`src/rtl/dds_sweep_ctrl.sv`:
```
// dds_sweep_ctrl: linear frequency-sweep controller feeding a DDS phase
// accumulator. It steps the tuning word from f_start to f_stop, holding each
// value for a programmable dwell, in single, sawtooth or triangle mode.
// Optional build macro DDS_SWEEP_MARKER_EN adds a marker_freq input and a
// marker output that pulses when the tuning word crosses marker_freq.
module dds_sweep_ctrl #(
  parameter int FW = 32,
  parameter int PW = 12,
  parameter int DW = 24
) (
  input  logic          sys_clk,
  input  logic          rst,
  input  logic          start,
  input  logic          abort,
  input  logic [1:0]    mode,
  input  logic [FW-1:0] f_start,
  input  logic [FW-1:0] f_stop,
  input  logic [FW-1:0] f_step,
  input  logic [DW-1:0] dwell,
  input  logic [PW-1:0] p_offset,
`ifdef DDS_SWEEP_MARKER_EN
  input  logic [FW-1:0] marker_freq,
  output logic          marker,
`endif
  output logic [FW-1:0] Fword,
  output logic [PW-1:0] Pword,
  output logic          busy,
  output logic          step_tick,
  output logic          sweep_done,
  output logic          cfg_err
);

  typedef enum logic [1:0] {
    IDLE = 2'd0,
    UP   = 2'd1,
    DOWN = 2'd2
  } state_t;

  state_t        r_state;
  logic [1:0]    r_mode;
  logic [FW-1:0] r_fstart;
  logic [FW-1:0] r_fstop;
  logic [FW-1:0] r_fstep;
  logic [DW-1:0] r_dwell_last;
  logic [DW-1:0] r_cnt;
  logic          r_wrap;
  logic [FW-1:0] r_fword;
  logic [PW-1:0] r_pword;
  logic          r_busy;
  logic          r_tick;
  logic          r_done;
  logic          r_cfg_err;

  logic          w_expire;
  logic [FW:0]   w_sum;
  logic          w_up_end;
  logic [FW-1:0] w_up_next;
  logic          w_dn_end;
  logic [FW-1:0] w_dn_next;
  logic          w_step_zero;

  // Last counter value of a dwell period; a dwell of 0 behaves like 1.
  function automatic logic [DW-1:0] dwell_last(input logic [DW-1:0] d);
    logic [DW-1:0] last;
    last = '0;
    if (d != '0) last = d - {{(DW-1){1'b0}}, 1'b1};
    return last;
  endfunction

  // Step arithmetic is carried one bit wider so the top end never wraps.
  always_comb begin
    w_expire    = (r_cnt == r_dwell_last);
    w_sum       = {1'b0, r_fword} + {1'b0, r_fstep};
    w_up_end    = (w_sum >= {1'b0, r_fstop});
    w_up_next   = w_up_end ? r_fstop : w_sum[FW-1:0];
    w_dn_end    = ({1'b0, r_fword} <= ({1'b0, r_fstart} + {1'b0, r_fstep}));
    w_dn_next   = w_dn_end ? r_fstart : (r_fword - r_fstep);
    w_step_zero = (r_fstep == '0);
  end

`ifdef DDS_SWEEP_MARKER_EN
  logic r_marker;

  // Pulse when a sweep step carries the tuning word across marker_freq.
  always_ff @(posedge sys_clk) begin
    if (rst) begin
      r_marker <= 1'b0;
    end else begin
      r_marker <= 1'b0;
      if (!abort && w_expire && !r_wrap) begin
        if (r_state == UP)
          r_marker <= (r_fword < marker_freq) && (marker_freq <= w_up_next);
        else if (r_state == DOWN)
          r_marker <= (r_fword > marker_freq) && (marker_freq >= w_dn_next);
      end
    end
  end

  assign marker = r_marker;
`endif

  // Sweep state machine; all status outputs are registered here.
  always_ff @(posedge sys_clk) begin
    if (rst) begin
      r_state      <= IDLE;
      r_mode       <= 2'b00;
      r_fstart     <= '0;
      r_fstop      <= '0;
      r_fstep      <= '0;
      r_dwell_last <= '0;
      r_cnt        <= '0;
      r_wrap       <= 1'b0;
      r_fword      <= '0;
      r_pword      <= '0;
      r_busy       <= 1'b0;
      r_tick       <= 1'b0;
      r_done       <= 1'b0;
      r_cfg_err    <= 1'b0;
    end else begin
      r_pword   <= p_offset;
      r_tick    <= 1'b0;
      r_done    <= 1'b0;
      r_cfg_err <= 1'b0;
      if (abort) begin
        r_state <= IDLE;
        r_busy  <= 1'b0;
        r_wrap  <= 1'b0;
      end else begin
        case (r_state)
          IDLE: begin
            // busy lingers one cycle after a single sweep finishes
            r_busy <= 1'b0;
            if (start && !r_busy) begin
              if (f_stop > f_start) begin
                r_mode       <= mode;
                r_fstart     <= f_start;
                r_fstop      <= f_stop;
                r_fstep      <= f_step;
                r_dwell_last <= dwell_last(dwell);
                r_fword      <= f_start;
                r_cnt        <= '0;
                r_wrap       <= 1'b0;
                r_busy       <= 1'b1;
                r_state      <= UP;
              end else begin
                r_cfg_err <= 1'b1;
              end
            end
          end
          UP: begin
            if (w_expire) begin
              r_cnt <= '0;
              if (r_wrap) begin
                // sawtooth: restart the ramp after holding f_stop
                r_fword <= r_fstart;
                r_tick  <= 1'b1;
                r_wrap  <= 1'b0;
              end else begin
                r_fword <= w_up_next;
                r_tick  <= !w_step_zero;
                if (w_up_end) begin
                  case (r_mode)
                    2'b10: r_state <= DOWN;
                    2'b01: begin
                      r_done <= 1'b1;
                      r_wrap <= 1'b1;
                    end
                    default: begin
                      r_done  <= 1'b1;
                      r_state <= IDLE;
                    end
                  endcase
                end
              end
            end else begin
              r_cnt <= r_cnt + {{(DW-1){1'b0}}, 1'b1};
            end
          end
          DOWN: begin
            if (w_expire) begin
              r_cnt   <= '0;
              r_fword <= w_dn_next;
              r_tick  <= 1'b1;
              if (w_dn_end) begin
                r_done  <= 1'b1;
                r_state <= UP;
              end
            end else begin
              r_cnt <= r_cnt + {{(DW-1){1'b0}}, 1'b1};
            end
          end
          default: begin
            r_state <= IDLE;
            r_busy  <= 1'b0;
          end
        endcase
      end
    end
  end

  assign Fword      = r_fword;
  assign Pword      = r_pword;
  assign busy       = r_busy;
  assign step_tick  = r_tick;
  assign sweep_done = r_done;
  assign cfg_err    = r_cfg_err;

endmodule

```
`config.mk`:
```
export PLATFORM = sky130hd
export DESIGN_NAME = dds_sweep_ctrl
export DESIGN_NICKNAME = d
export VERILOG_FILES = /design/src/rtl/dds_sweep_ctrl.sv
export SDC_FILE = /design/constraint.sdc
export NUM_CORES = 1
export LEC_CHECK = 0
export ABC_AREA = 1
export BUFFER_PORTS_ARGS = -buffer_cell sky130_fd_sc_hd__buf_2
export CAP_MARGIN = 10
export CELL_PAD_IN_SITES_DETAIL_PLACEMENT = 1
export CELL_PAD_IN_SITES_GLOBAL_PLACEMENT = 2
export CORE_MARGIN = 3
export CORE_UTILIZATION = 35
export CTS_CLUSTER_SIZE = 20
export DETAILED_ROUTE_END_ITERATION = 8
export GPL_TIMING_DRIVEN = 1
export PLACE_DENSITY = 0.87
export SYNTH_ARGS = -nofsm -noshare
export SYNTH_HDL_FRONTEND = slang
export SYNTH_SLANG_ARGS = --single-unit
```
`constraint.sdc`:
```
create_clock -name sys_clk -period 6.4 [get_ports sys_clk]
set_clock_uncertainty 0.1 [all_clocks]
set_input_delay 0 -clock sys_clk [delete_from_list [all_inputs] [get_ports sys_clk]]
set_output_delay 0 -clock sys_clk [all_outputs]
set_load 0.005 [all_outputs]
```
==> metrics.yaml, run 1 <==
die:
  dieArea_mm2: 0.0535
  rows: 81
  die_h_um: 231
  start_util_pct: 35.8
  io_pins: 186
  die_w_um: 231
  coreArea_mm2: 0.0496
final_layout:
  seq_area_mm2: 0.00395
  final_nets: 3303
  area_delta_synth_final_pct: 20.8
  finish.utilization_pct: 43.3
  multiInputGateArea_mm2: 0.0120
  fin_cells: 3644
  final_common_cell: "nand2_1"
  drive_gt1_share_pct: 12.3
  final_cell_mix: "nand2_1 (471), a21oi_1 (340), inv_1 (311), nand3_1 (233), nor2_1 (207)"
  n_fill_cell: 6436
synth:
  synthTopCellsByArea: "dfxtp_1 (22%), ha_1 (14%), nand2_1 (10%), a21oi_1 (9.6%), inv_1 (6.6%)"
  synthCells: 2682
  syn_nets: 3021
  syn_avg_cell_area_um2: 6.62
  ys_seq_area_share_pct: 22.2
  synth.top_cell.area_share_pct: 22.2
  yosys.area.top_type: "dfxtp_1"
  ys_ff_latch: 197
  ys_types: 64
  synth_flop_cell: "dfxtp_1"
  syn_area_mm2: 0.0178
  synth_async_sr_flop_share_pct: 0
  synth-edff-count: 0
  yosysWarnings: 0
critical_path:
  cpMaxStageDelayCell: "fa_1"
  worst-setup-path-type: "reg -> reg"
  critPathCaptureType: "flop"
  r2r_slack_ns: 0.66
  cp-start-kind: "flop"
  reg2reg_from: "r_fstart[0]$_SDFFE_PP0P_"
  crit_path_start: "r_fstart[0]$_SDFFE_PP0P_"
  rr_endpoint: "Fword[29]$_SDFFE_PP0P_"
  max_stage_delay_ns: 0.42
  cp_max_fo: 10
  worstPathRequired_ns: 6.72
  reg2reg_depth: 31
  critPathArrivalTime_ns: 6.05
  critical_path.most_common_cell: "nand2_1"
sta:
  max_clock_freq_mhz: 174
  fin_crit_sh_pct: 89.7
  maxSlewHeadroom_pct: 33.0
  fin_tns_setup_ns: 0
  hold_viol_final: 0
  drv_slew: 0
  fin_crit_ns: 5.74
  max_slew.worst_pin.slew_ns: 1.00
  rsz0062_at_grt: "false"
  finalSetupViolCount: 0
clock_network:
  tritoncts: "built"
  path_clk_slew_ns: 0.07
  worstSkewPairLatency_ns: 0.48
  root_buffer: "clkbuf_16"
  cts.sinks: 197
  ctsHtreeMaxLevel: 4
  cts_made_buffers: 17
  clk_path_buf_depth: 2
global_routing:
  grt_use_total_pct: 28.7
  grt_max_degree: 136
  grt_pass1_vias: 20350
  antenna_found_initial: 6
  grt_remaining_overflow: 0
  grt_pass1_wl_mm: 118
drt:
  first_iter_violations: 1320
  ant_nets: 0
  firstDrtPassIters: 7
  num_vias: 19678
  drt_wl_total_mm: 78.0
  wire_per_inst_um: 21.4
  vias_per_cell: 5.40
  drc_errors: 0
placed_design:
  hpwl_mm: 60.6
  gp_congestion: 0.915
  dp_cells: 3454
  port-buffer-count: 185
pwr:
  vdd_drop_max_mv: 0.172
  p_per_area_mw_per_mm2: 210
  power_leakage_uw: 0.0100
hold_path:
  worstHoldStart: "p_offset[11]"
  hp-class: "in -> reg"
  hold_end: "Pword[11]$_SDFF_PP0_"
  holdPathStages: 4
status:
  outcome: "finished, final reports clean"
job:
  cap_violations: 0
-- routing by layer --
layer / GRT usage [%] / wire, um
met5: 0 / 24
met1: 38.0 / 35200
met3: 3.40 / 3900
met2: 49.2 / 37100
met4: 8.02 / 1900
-- cell usage after synthesis, types with 14 or more instances --
cell / n
a21o_1: 14
xnor2_1: 41
nand3_1: 233
buf_2: 34
a31oi_1: 16
nor2_1: 207
a21oi_2: 38
nand4_1: 35
dfxtp_1: 197
o21ai_1: 16
nand2_1: 471
a21oi_1: 341
xor2_1: 91
clkbuf_1: 55
inv_2: 24
inv_1: 312
nand2_2: 24
ha_1: 198
nor3_1: 49
o21ai_0: 159
-- registers in the layout, indices dropped and copies added, names as in the netlist --
signal / cells
r_wrap: 1
cfg_err: 1
Pword: 12
r_fstart: 32
r_fstop: 32
r_cnt: 24
r_fstep: 32
r_state: 2
r_dwell_last: 24
r_mode: 2
Fword: 32
sweep_done: 1
busy: 1
step_tick: 1
-- cells by family after synthesis --
kind of cell / count (synthesis) / synth area share, %
xor+xnor: 133 / 6.60
simple gates: 1066 / 26.7
flops: 197 / 22.2
buf+inv: 447 / 10.2
compound gates: 638 / 20.1
fa+ha+maj: 201 / 14.3
-- per-stage QoR --
stage / total power (uW) / worst slack, ns / hold slack (ns) / cell area (um^2)
after floorplan: 2540 / 2.22 / 0.00697 / 17800
after global placement: 3110 / 0.742 / 0.0965 / 19200
after detailed placement: 3150 / 0.662 / 0.111 / 19200
after CTS: 4500 / 0.635 / 0.149 / 21400
after global routing: 4750 / 0.154 / 0.211 / 21500
final: 4510 / 0.662 / 0.194 / 21500
-- final cells by class --
cell class	count	area share, %
clock buffers	21	2.19
well taps	664	3.87
inverters	341	5.98
flip-flops and latches	197	18.4
clock inverters	11	0.892
multi-input cells	2038	56.0
diodes	3	0.0350
repair buffers	369	12.6
-- report_power, final --
| group | total, uW | switching, uW | internal [uW] | leakage, uW |
|---|---|---|---|---|
| clock network | 1280 | 548 | 728 | 0.000328 |
| registers | 1380 | 83.2 | 1290 | 0.00161 |
| logic | 1850 | 1240 | 613 | 0.00811 |
-- worst max-delay path by stage --
stage | slack [ns] | endpoint
after CTS | 0.63 | Fword[29]$_SDFFE_PP0P_
after detailed placement | 0.66 | Fword[29]$_SDFFE_PP0P_
final | 0.66 | Fword[29]$_SDFFE_PP0P_
after global placement | 0.74 | Fword[29]$_SDFFE_PP0P_
after floorplan | 2.22 | Fword[16]$_SDFFE_PP0P_
after global routing | 0.15 | Fword[29]$_SDFFE_PP0P_
-- critical path: cells and delay by family (launching register included) --
| kind | cells | cell delay [ns] |
|---|---|---|
| simple gates | 20 | 2.66 |
| flops | 1 | 0.37 |
| buf+inv | 1 | 0.35 |
| xor+xnor | 1 | 0.11 |
| compound gates | 6 | 1.08 |
| fa+ha+maj | 3 | 0.98 |
-- what timing repair did --
action | CTS | global route
endpoints found under the hold margin | 173 | 0
gates resized for setup | 0 | 0
hold buffers | 155 | 0
buffers inserted | 0 | 0
No activity file was read; power rests on OpenSTA's default activity.
==> run 2, diff against run 1 <==
- CORE_UTILIZATION: 35 -> 36
- PLACE_DENSITY: 0.87 -> 0.89
==> run 2 against run 1 <==
  * Final cell count shrank 0.38%
  * Non-clock buffer count shrank 7
  * Sequential share of layout area is essentially flat
  * Setup slack gained 0.073 ns
  * Die area shrank 2.7%
==> metrics.yaml, run 2 (synthesis gave the netlist of run 1 again) <==
drt:
  num_vias: 19629
  ant_nets: 0
  vias_per_cell: 5.41
  drt_wl_total_mm: 77.3
  drc_errors: 0
  firstDrtPassIters: 4
  first_iter_violations: 1214
  wire_per_inst_um: 21.3
global_routing:
  grt_max_degree: 176
  grt-busiest-layer: "met2"
  met1_usage_pct: 38.5
  grt_remaining_overflow: 0
  grt_use_total_pct: 29.3
  use_met3_pct: 3.88
  grt_pass1_vias: 20785
  grt_util_met2_pct: 49.8
  antenna_found_initial: 4
  grt_pass1_wl_mm: 119
final_layout:
  stdcell_area_mm2: 0.0215
  fin_cells: 3630
  final_nets: 3296
  area_delta_synth_final_pct: 20.8
  drive_gt1_share_pct: 11.9
  final_common_cell: "nand2_1"
  finish.utilization_pct: 44.5
  n_fill_cell: 6428
  final_cell_mix: "nand2_1 (471), a21oi_1 (340), inv_1 (311), nand3_1 (233), nor2_1 (207)"
critical_path:
  worstPathRequired_ns: 6.74
  critPathCaptureType: "flop"
  worst-setup-path-type: "reg -> reg"
  cpMaxStageDelayCell: "fa_1"
  cp-start-kind: "flop"
  max_stage_delay_ns: 0.42
  cp_max_fo: 29
  reg2reg_from: "r_fstart[0]$_SDFFE_PP0P_"
  critical_path.most_common_cell: "nand2_1"
  r2r_slack_ns: 0.73
  critPathArrivalTime_ns: 6.01
  crit_path_start: "r_fstart[0]$_SDFFE_PP0P_"
clock_network:
  cts.sinks: 197
  cts_made_buffers: 17
  worstSkewPairLatency_ns: 0.51
  ctsHtreeMaxLevel: 4
  clk_path_buf_depth: 2
  root_buffer: "clkbuf_16"
  tritoncts: "built"
  path_clk_slew_ns: 0.08
status:
  outcome: "finished, final reports clean"
placed_design:
  hpwl_mm: 59.9
  gp_congestion: 0.951
  place_area_mm2: 0.0191
  port-buffer-count: 185
  dp_cells: 3434
  pre_cts_ws_ns: 0.737
hold_path:
  worstHoldStart: "p_offset[2]"
  hp-class: "in -> reg"
pwr:
  power_leakage_uw: 0.0100
  vdd_drop_max_mv: 0.197
  p_per_area_mw_per_mm2: 213
sta:
  drv_slew: 0
  fin_tns_setup_ns: 0
  max_clock_freq_mhz: 177
  fin_crit_sh_pct: 88.5
  hold_viol_final: 0
  fin_crit_ns: 5.67
  finalSetupViolCount: 0
  max_slew.worst_pin.slew_ns: 1.12
  final.setup.worst_slack_ns: 0.735
  rsz0062_at_grt: "false"
  maxSlewHeadroom_pct: 24.7
die:
  dieArea_mm2: 0.0520
  coreArea_mm2: 0.0482
  io_pins: 186
  die_w_um: 228
  start_util_pct: 36.8
  die_h_um: 228
  rows: 80
job:
  cap_violations: 0
-- run 2: critical path, delay by kind of cell, from the launching register on --
kind	cells	cell delay, ns
compound gates	6	1.12
xor+xnor	1	0.13
fa+ha+maj	3	0.99
buf+inv	2	0.64
flops	1	0.36
simple gates	20	2.26
-- run 2: worst paths after layout --
check                                       end  depth (start not counted)
hold reg to reg   r_dwell_last[21]$_SDFFE_PP0P_                          2
hold / removal              Pword[2]$_SDFF_PP0_                          4
setup / recovery         Fword[29]$_SDFFE_PP0P_                         32
setup reg to reg         Fword[29]$_SDFFE_PP0P_                         32
-- run 2: what timing repair did --
| item | in CTS | in global routing |
|---|---|---|
| buffers inserted | 0 | 0 |
| hold buffers | 160 | 0 |
| setup endpoints to repair | 0 | 0 |
| hold endpoints to repair | 176 | 0 |
| resized for setup | 0 | 0 |
-- run 2: metal layers --
layer	wire, um	vias up
met4	2110	0
li1	-	9498
met2	36500	456
met5	0	-
met1	35200	9583
met3	3530	92
-- run 2: report_power, final --
| group | switching (uW) | total [uW] | internal (uW) |
|---|---|---|---|
| clock | 564 | 1340 | 778 |
| combinational | 1230 | 1840 | 612 |
| sequential | 88.2 | 1380 | 1290 |
-- run 2: layout make-up --
class                      instances  area, um^2  area share (%)
clock inverter                    14         269            1.25
tap                              656         821            3.83
clock buffer                      18         429            2.00
multi-input combinational       2038       12000            56.0
timing repair buffer             362        2680            12.5
inverter                         341        1280            5.98
antenna                            4        10.0          0.0467
sequential                       197        3940            18.4
-- run 2: metrics by stage --
step                      total power (uW)  hold WS [ns]
final                                 4560         0.155
after global routing                  4830         0.161
after detailed placement              3130         0.110
after global placement                3100        0.0998
after CTS                             4560        0.0972
after floorplan                       2540       0.00697
==> run 3, diff against run 2 <==
- BUFFER_PORTS_ARGS: -buffer_cell sky130_fd_sc_hd__buf_2 -> -buffer_cell sky130_fd_sc_hd__buf_4
- RECOVER_POWER: default -> 25
==> run 3 against run 2 <==
  * The run now ends with capacitance limit, slew limit left
  * Sequential share of layout area down 0.25 points
  * Register-to-register slack lost 0.04 ns
  * Die area unchanged
  * Cell area grew 1.4%
  * Clock-buffer cell count is 1 higher
  * Critical path depth decreased by 7
  * Non-clock buffer count decreased by 1
  * Combinational power about the same
  * Critical path type unchanged
  * Largest power group unchanged
  * Highest routed layer unchanged
==> metrics.yaml, run 3 (synthesis gave the netlist of run 1 again) <==
final_layout:
  final_common_cell: "nand2_1"
  stdcell_area_mm2: 0.0218
  area_delta_synth_final_pct: 22.5
  n_fill_cell: 6310
  final_cell_mix: "nand2_1 (471), a21oi_1 (340), inv_1 (311), nand3_1 (233), nor2_1 (207)"
  final_nets: 3295
  drive_gt1_share_pct: 11.6
  n_antenna_cell: 0
clock_network:
  path_clk_slew_ns: 0.08
  tritoncts: "built"
  cts_made_buffers: 17
  post_cts_buffers: 0
  ctsHtreeMaxLevel: 4
  worstSkewPairLatency_ns: 0.48
  clk_path_buf_depth: 2
  root_buffer: "clkbuf_16"
  cts.sinks: 197
  cts_resized: 0
critical_path:
  cp-start-kind: "flop"
  worstPathRequired_ns: 6.52
  critPathCaptureType: "flop"
  max_stage_delay_ns: 0.54
  cp_max_fo: 36
  r2r_slack_ns: 0.70
  rr_endpoint: "Fword[19]$_SDFFE_PP0P_"
  critPathArrivalTime_ns: 5.82
  worst-setup-path-type: "reg -> reg"
  critical_path.most_common_cell: "nand2_1"
  reg2reg_from: "Fword[16]$_SDFFE_PP0P_"
  cpMaxStageDelayCell: "nor3_1"
  reg2reg_depth: 25
status:
  outcome: "complete, but fails checks"
  failed_checks: "capacitance limit, slew limit"
hold_path:
  hp-class: "in -> reg"
  worstHoldStart: "dwell[16]"
  holdPathStages: 5
  hold_end: "r_dwell_last[16]$_SDFFE_PP0P_"
die:
  rows: 80
  io_pins: 186
  start_util_pct: 36.8
  die_w_um: 228
  die_h_um: 228
  coreArea_mm2: 0.0482
  dieArea_mm2: 0.0520
pwr:
  p_per_area_mw_per_mm2: 203
  power_leakage_uw: 0.0100
  vdd_drop_max_mv: 0.168
global_routing:
  grt_remaining_overflow: 0
  grt_pass1_wl_mm: 119
  antenna_found_initial: 0
  grt_pass1_vias: 20644
  grt_use_total_pct: 29.0
  grt_max_degree: 160
sta:
  final.setup.worst_slack_ns: 0.696
  drv_slew: 78
  max_clock_freq_mhz: 175
  maxSlewHeadroom_pct: -118
  finalSetupViolCount: 0
  rsz0062_at_grt: "false"
  fin_crit_sh_pct: 89.1
  max_slew.worst_pin.slew_ns: 3.26
  hold_viol_final: 0
  fin_tns_setup_ns: 0
  fin_crit_ns: 5.70
drt:
  wire_per_inst_um: 21.2
  vias_per_cell: 5.42
  num_vias: 19631
  firstDrtPassIters: 5
  ant_nets: 0
  drt_wl_total_mm: 76.9
  first_iter_violations: 1238
  drc_errors: 0
placed_design:
  hpwl_mm: 60.2
  pre_cts_ws_ns: 0.878
  gp_congestion: 0.948
  place_area_mm2: 0.0196
  port-buffer-count: 185
job:
  cap_violations: 2
[run 3: metal layers]
metal	GRT usage [%]	vias up	wire (um)
met5	0	-	0
met4	10.1	0	2490
met3	3.22	96	3420
met2	48.8	470	36100
met1	38.5	9579	34900
li1	-	9486	-
[run 3: cell type report]
class                   instances  area, um^2  area share [%]
clock buffers                  19         443            2.04
clock inverters                13         169           0.776
inverters                     341        1280            5.90
multi-input cells            2038       12000            55.2
flip-flops and latches        197        3940            18.1
well taps                     656         821            3.77
repair buffers                361        3080            14.2
[run 3: through the flow]
stage | hold WS [ns] | std cells | util (%) | power (uW)
finish | 0.0402 | 3625 | 45.1 | 4420
global route | 0.0823 | 3625 | 45.1 | 4680
CTS | 0.0144 | 3625 | 45.2 | 4420
detailed placement | 0.113 | 3436 | 40.7 | 3150
global placement | 0.0992 | 3435 | 40.6 | 3110
floorplan | 0.00697 | 2682 | - | 2540
[run 3: repair_timing]
item | in CTS | in global routing
hold buffers | 157 | 0
endpoints found under the setup margin | 0 | 0
endpoints found under the hold margin | 174 | 0
[run 3: how the worst max path moves through the flow]
stage                              from                      to  slack, ns  cells past startpoint
6_report         Fword[16]$_SDFFE_PP0P_  Fword[19]$_SDFFE_PP0P_       0.70                     25
5_1_grt        r_fstart[2]$_SDFFE_PP0P_   Fword[0]$_SDFFE_PP0P_       0.26                     34
4_1_cts         r_fstep[0]$_SDFFE_PP0P_   Fword[0]$_SDFFE_PP0P_       0.86                     34
3_5_place_dp     Fword[16]$_SDFFE_PP0P_  Fword[19]$_SDFFE_PP0P_       0.88                     25
3_3_place_gp    r_fstep[0]$_SDFFE_PP0P_   Fword[0]$_SDFFE_PP0P_       0.92                     34
2_1_floorplan   r_fstep[0]$_SDFFE_PP0P_  Fword[16]$_SDFFE_PP0P_       2.22                     26
[run 3: worst max-delay path, delay by kind of cell, from the launching register on]
| kind | cells | cell delay (ns) |
|---|---|---|
| simple gates | 17 | 2.87 |
| compound gates | 3 | 0.62 |
| fa+ha+maj | 2 | 0.57 |
| flops | 1 | 0.53 |
| xor+xnor | 1 | 0.45 |
| buf+inv | 2 | 0.25 |
[run 3: power by group]
part	total, uW	internal, uW	switching [uW]
registers	1380	1290	91.4
logic	1840	630	1210
clock network	1190	633	561
total	4420	2560	1860
